`src/rtl/hc595_chain_receiver.sv`:
```
// hc595_chain_receiver: oversampling receiver that rebuilds a 74HC595 chain and tracks rows/frames
module hc595_chain_receiver #(
  parameter int WORD_BITS   = 24,
  parameter int SYNC_STAGES = 2,
  parameter int ROWS        = 8
) (
  input  logic                 clk,
  input  logic                 reset,
  input  logic                 SH_CP,
  input  logic                 ST_CP,
  input  logic                 DS,
  input  logic                 OE,
  input  logic                 MR_n,
  output logic [WORD_BITS-1:0] q_par,
  output logic [WORD_BITS-1:0] word_out,
  output logic                 word_valid,
  output logic                 display_on,
  output logic [2:0]           row_num,
  output logic [6:0]           frame_num,
  output logic                 overflow_err,
  output logic                 short_err
);
  localparam int CW = $clog2(WORD_BITS + 2);
  typedef enum logic [1:0] {CLEAR, COLLECT, FULL, OVER} state_t;
  logic [SYNC_STAGES-1:0][4:0] sync_q, sync_d;
  logic [4:0]           link_s;
  logic [2:0]           prev_q, prev_d;
  logic [WORD_BITS-1:0] sr_q, sr_d, q_par_q, q_par_d, word_out_q, word_out_d;
  logic [CW-1:0]        cnt_q, cnt_d;
  state_t               state_q, state_d;
  logic                 word_valid_q, word_valid_d, display_on_q, display_on_d;
  logic [2:0]           row_q, row_d;
  logic [6:0]           frame_q, frame_d;
  logic                 overflow_q, overflow_d, short_q, short_d;
  logic                 ds_s, mr_ok, sh_rise, st_rise, oe_rise, oe_fall, fill, win_close;
  // link bit order through the synchronizer: {MR_n, OE, ST_CP, SH_CP, DS}
  assign link_s  = sync_q[SYNC_STAGES-1];
  assign ds_s    = link_s[0];
  assign mr_ok   = link_s[4];
  assign sh_rise = link_s[1] & ~prev_q[0];
  assign st_rise = link_s[2] & ~prev_q[1];
  assign oe_rise = link_s[3] & ~prev_q[2];
  assign oe_fall = ~link_s[3] & prev_q[2];
  // the word completes on the shift that takes the count from WORD_BITS-1 to WORD_BITS
  assign fill      = mr_ok & sh_rise & (cnt_q == CW'(WORD_BITS - 1));
  // a close only counts when a window was actually seen opening (ignores OE settling after reset)
  assign win_close = oe_rise & display_on_q;
  assign q_par        = q_par_q;
  assign word_out     = word_out_q;
  assign word_valid   = word_valid_q;
  assign display_on   = display_on_q;
  assign row_num      = row_q;
  assign frame_num    = frame_q;
  assign overflow_err = overflow_q;
  assign short_err    = short_q;
  // next-state logic for synchronizers, shift chain, FSM and display tracking
  always_comb begin
    sync_d       = {sync_q[SYNC_STAGES-2:0], {MR_n, OE, ST_CP, SH_CP, DS}};
    prev_d       = link_s[3:1];
    sr_d         = !mr_ok ? '0 : sh_rise ? {ds_s, sr_q[WORD_BITS-1:1]} : sr_q;
    cnt_d        = !mr_ok ? '0 : (sh_rise && cnt_q != CW'(WORD_BITS + 1)) ? cnt_q + 1'b1 : cnt_q;
    q_par_d      = st_rise ? sr_d : q_par_q;
    state_d      = !mr_ok ? CLEAR :
                   !sh_rise ? state_q :
                   fill ? FULL :
                   (state_q == CLEAR) ? COLLECT :
                   (state_q == FULL) ? OVER : state_q;
    word_out_d   = fill ? sr_d : word_out_q;
    word_valid_d = fill;
    overflow_d   = overflow_q | (mr_ok & sh_rise & (state_q == FULL || state_q == OVER));
    short_d      = short_q | (oe_fall & (state_q != FULL));
    display_on_d = oe_fall ? 1'b1 : oe_rise ? 1'b0 : display_on_q;
    row_d        = win_close ? ((row_q == 3'(ROWS - 1)) ? 3'd0 : row_q + 3'd1) : row_q;
    frame_d      = (win_close && row_q == 3'(ROWS - 1)) ? frame_q + 7'd1 : frame_q;
  end
  // state registers, all cleared by the asynchronous active-low reset
  always_ff @(posedge clk or negedge reset) begin
    if (!reset) begin
      sync_q       <= '0;
      prev_q       <= '0;
      sr_q         <= '0;
      cnt_q        <= '0;
      q_par_q      <= '0;
      state_q      <= CLEAR;
      word_out_q   <= '0;
      word_valid_q <= 1'b0;
      overflow_q   <= 1'b0;
      short_q      <= 1'b0;
      display_on_q <= 1'b0;
      row_q        <= '0;
      frame_q      <= '0;
    end else begin
      sync_q       <= sync_d;
      prev_q       <= prev_d;
      sr_q         <= sr_d;
      cnt_q        <= cnt_d;
      q_par_q      <= q_par_d;
      state_q      <= state_d;
      word_out_q   <= word_out_d;
      word_valid_q <= word_valid_d;
      overflow_q   <= overflow_d;
      short_q      <= short_d;
      display_on_q <= display_on_d;
      row_q        <= row_d;
      frame_q      <= frame_d;
    end
  end
endmodule
```
`config.mk`:
```
export PLATFORM = sky130hd
export DESIGN_NAME = hc595_chain_receiver
export DESIGN_NICKNAME = d
export VERILOG_FILES = /design/src/rtl/hc595_chain_receiver.sv
export SDC_FILE = /design/constraint.sdc
export NUM_CORES = 1
export LEC_CHECK = 0
export CORE_UTILIZATION = 47
export CTS_CLUSTER_SIZE = 14
export DETAILED_ROUTE_END_ITERATION = 10
export PLACE_DENSITY = 0.69
export SLEW_MARGIN = 10
export SYNTH_ARGS = -nofsm -noshare
export SYNTH_HDL_FRONTEND = slang
export SYNTH_SLANG_ARGS = --single-unit
```
`constraint.sdc`:
```
create_clock -name clk -period 4.3 [get_ports clk]
set_input_delay 0.43 -clock clk [delete_from_list [all_inputs] [get_ports clk]]
set_output_delay 0.43 -clock clk [all_outputs]
set_load 0.03 [all_outputs]
```
==> flow_metrics.py <==
metrics = {
    "run_status": {
        "result_of_the_run": "finished, final reports clean",
    },
    "power": {
        "internal-power_w": 0.00135,
        "p_leak_nw": 2.41,
        "clockPowerShare_pct": 32.5,
        "power_frac_seq_pct": 58.9,
        "sw_frac_of_total_pct": 24.2,
        "netSwitchingPower_w": 0.000431,
        "vdd_drop_max_uv": 240,
        "comb_power_share_pct": 8.6,
        "cellPowerDensity_mw_per_mm2": 349,
    },
    "global_routing": {
        "vias_in_the_first_global_route": 2363,
        "grt_pass1_wl_um": 11600,
        "grt_start_max_net_pins": 75,
        "grt_antenna_before_repair": 0,
        "gr-total-overflow": 0,
        "globalRouteTotalUtil_pct": 16.7,
    },
    "critical_path": {
        "crit_path_end": "q_par[5]$_DFFE_PN0P_",
        "cp_data_arrival_time_ns": 2.47,
        "reg2regPathDepth": 2,
        "slowest_delay_ns": 0.97,
        "critical_path.reg2reg.startpoint": "link_s[4]$_DFF_PN0_",
        "cp_max_fo": 36,
        "worstSetupStartpointType": "flop",
        "ff2ff_setup_slack_ns": 2.07,
        "critical_path_required_ns": 4.54,
        "crit-reg2reg-capture": "q_par[5]$_DFFE_PN0P_",
        "timing_worst_setup_path_type": "reg2reg",
        "endpoint_kind": "flop",
        "cp_cell_sequence": "nand3b_1, o21ai_0",
        "timing.critical_path.from": "link_s[4]$_DFF_PN0_",
        "crit_path_top_delay_cell": "sky130_fd_sc_hd__dfrtp_1",
    },
    "placed_design": {
        "io_buffers": 68,
        "gp_congestion": 0.733,
        "hpwl_um": 4680,
    },
    "cts": {
        "clock_sink_count": 106,
        "post_cts.resized_instances": 0,
        "tritoncts_clock_tree": "yes",
        "clock_tree.buffer_depth": 2,
        "clock_tree.root_cell": "sky130_fd_sc_hd__clkbuf_8",
        "post-cts-setup-buffers": 0,
        "cts.reportedPaths.clkPinSlew_ns": 0.10,
        "cts_made_buffers": 9,
        "clkLatencyLatePin_ns": 0.35,
        "postCtsHoldBufs": 0,
        "htree_num_levels": 3,
    },
    "finish": {
        "share_of_final_layout_standard_cells_stronger_than_drive_strength_1_pct": 11.4,
        "post-route-util_pct": 58.7,
        "antenna_cells": 0,
        "nNetsFinal": 385,
        "area_growth_syn_to_layout_pct": 21.8,
    },
    "synthesis": {
        "netlist_area_mm2": 0.00418,
        "yosysTopAreaCellShare_pct": 63.5,
        "synth_simple_gate_area_share_pct": 10.5,
        "netlist.top_cell.by_area": "sky130_fd_sc_hd__dfrtp_1",
        "post-synth-top-count-cell": "sky130_fd_sc_hd__dfrtp_1",
        "synth_area_per_cell_um2": 13.7,
        "compound_cell_area_share_of_the_yosys_netlist_pct": 4.40,
        "count_of_synthesis_stage_warnings_from_yosys": 0,
        "netlist_top_cells_count": "sky130_fd_sc_hd__dfrtp_1, sky130_fd_sc_hd__nand2_1, sky130_fd_sc_hd__o21ai_0",
        "main_combinational_cell_family_by_area_after_synthesis": "multiplexers",
        "synth_cell_type_count": 34,
        "synth_edf_count": 0,
        "synth_xor_xnor_area_share_pct": 1.47,
        "post_synth_inst_count": 306,
        "top_reg_cell_synth": "sky130_fd_sc_hd__dfrtp_1",
        "synth_fa_ha_area_share_pct": 2.10,
        "synth_async_sr_flop_share_pct": 100,
        "synth.area.top_cells": "sky130_fd_sc_hd__dfrtp_1, sky130_fd_sc_hd__mux2_4, sky130_fd_sc_hd__mux2i_1",
        "yosys-mux-area-fraction_pct": 15.2,
        "seq_area_frac_synth_pct": 63.5,
        "syn-num-nets": 320,
        "postSynthRegisterBits": 106,
    },
    "timing": {
        "finalSetupTns_ns": 0,
        "clock-skew-final_ns": 0.0123,
        "fmaxAchievable_ghz": 0.449,
        "final-max-slew-violation-count": 0,
        "max_slew_margin_pct": 37.0,
        "hold_viol": 0,
        "timing_worst_slew_pin_value_ns": 0.944,
        "setup_violations": 0,
        "final_period_minus_worst_setup_slack_ns": 2.23,
        "layout_worst_path_cycle_share_pct": 51.8,
        "rsz0062_at_grt": "no",
    },
    "route": {
        "vias_per_cell": 5.01,
        "routed_wirelength_um": 7100,
        "count_of_antenna_violating_nets_left_after_detailed_routing": 0,
        "dr_wl_met3_um": 172,
        "detail_route.iter0.violations": 83,
        "wl_per_cell_um": 14.7,
        "drt_pre_antenna_iters": 4,
        "met2_wirelength_um": 3470,
        "routedLengthMet1_um": 3360,
        "top_layer_used": "met4",
        "routed-via-count": 2427,
        "drc_violations": 0,
    },
    "floorplan": {
        "initial_standard_cell_utilization_of_the_core_pct": 48.1,
        "floorplan.die.width_um": 96.3,
        "design.die.area_mm2": 0.00927,
        "core_mm2": 0.00868,
        "io_pins": 69,
        "die_y_um": 96.3,
        "floorplan.rows": 34,
    },
    "flow_run": {
        "max_cap_violations": 0,
    },
    "worst_hold_path": {
        "min_path_type": "in2async",
    },
}
power groups by stage:
stage | registers (W) | logic, W | clock network, W
floorplan | 0.00109 | 0.0000563 | 0
finish | 0.00105 | 0.000153 | 0.000578
global placement | 0.00107 | 0.000153 | 0
global route | 0.00105 | 0.000167 | 0.000643
detailed placement | 0.00107 | 0.000157 | 0
CTS | 0.00105 | 0.000157 | 0.000600
registers in the layout (all words and copies together), names as in the netlist:
| register | count |
|---|---|
| short_err | 1 |
| display_on | 1 |
| cnt_q | 5 |
| sync_d | 5 |
| row_num | 3 |
| link_s | 5 |
| overflow_err | 1 |
| q_par | 24 |
| prev_q | 3 |
| frame_num | 7 |
| sr_q | 24 |
| word_out | 24 |
| state_q | 2 |
| word_valid | 1 |
routing by layer:
layer  GRT usage [%]  up-vias
met1            23.4     1223
met3            3.32        9
li1                -     1160
met2            25.6       35
met4            6.34        0
met5               0        -
cell usage in the layout (no fill, tap or decap), types with 5 or more instances in the layout:
master and n:
sky130_fd_sc_hd__clkbuf_8 12, sky130_fd_sc_hd__clkdlybuf4s50_1 67, sky130_fd_sc_hd__dfrtp_1 106, sky130_fd_sc_hd__ha_1 7, sky130_fd_sc_hd__mux2_1 5, sky130_fd_sc_hd__mux2_4 19
sky130_fd_sc_hd__mux2i_1 25, sky130_fd_sc_hd__nand2_1 29, sky130_fd_sc_hd__nand3_1 5, sky130_fd_sc_hd__nor2b_1 25, sky130_fd_sc_hd__o21ai_0 27, sky130_fd_sc_hd__xnor2_1 5
worst min-delay path by stage:
stage	startpoint	end	slack [ns]
5_1_grt	reset	word_out[9]$_DFFE_PN0P_	0.26
2_1_floorplan	reset	cnt_q[0]$_DFFE_PN0P_	0.13
3_5_place_dp	sync_d[6]$_DFF_PN0_	link_s[1]$_DFF_PN0_	0.34
6_report	reset	q_par[8]$_DFFE_PN0P_	0.19
3_3_place_gp	sync_d[9]$_DFF_PN0_	link_s[4]$_DFF_PN0_	0.33
4_1_cts	reset	word_out[8]$_DFFE_PN0P_	0.22
cell type report:
class | count | area (um2)
Clock buffer | 13 | 169
Clock inverter | 3 | 21.3
Fill cell | 766 | 3590
Inverter | 3 | 11.3
Multi-Input combinational cell | 181 | 1410
Sequential cell | 106 | 2650
Tap cell | 108 | 135
Timing Repair Buffer | 70 | 693
kinds of logic after synthesis:
logic type	after synthesis
xor+xnor	7
mux	53
flops	106
simple gates	81
compound gates	33
fa+ha+maj	7
buf+inv	19
stage by stage:
| step | setup WS [ns] | hold WS [ns] | power, W | cells | cell area [um2] |
|---|---|---|---|---|---|
| after floorplan | 2.67 | 0.134 | 0.00115 | 306 | 4180 |
| after detailed placement | 2.00 | 0.339 | 0.00122 | 468 | 4900 |
| after global routing | 1.78 | 0.258 | 0.00186 | 484 | 5090 |
| final | 2.07 | 0.192 | 0.00178 | 484 | 5090 |
| after CTS | 1.98 | 0.223 | 0.00180 | 484 | 5090 |
| after global placement | 2.12 | 0.334 | 0.00122 | 468 | 4900 |
critical path, delay by kind of cell (launching register included):
kind | cells | cell delay [ns]
AOI/OAI and AO/OA | 1 | 0.41
DFF | 1 | 0.97
and+or+nand+nor | 1 | 0.73
Power figures use the tool's default switching activity.
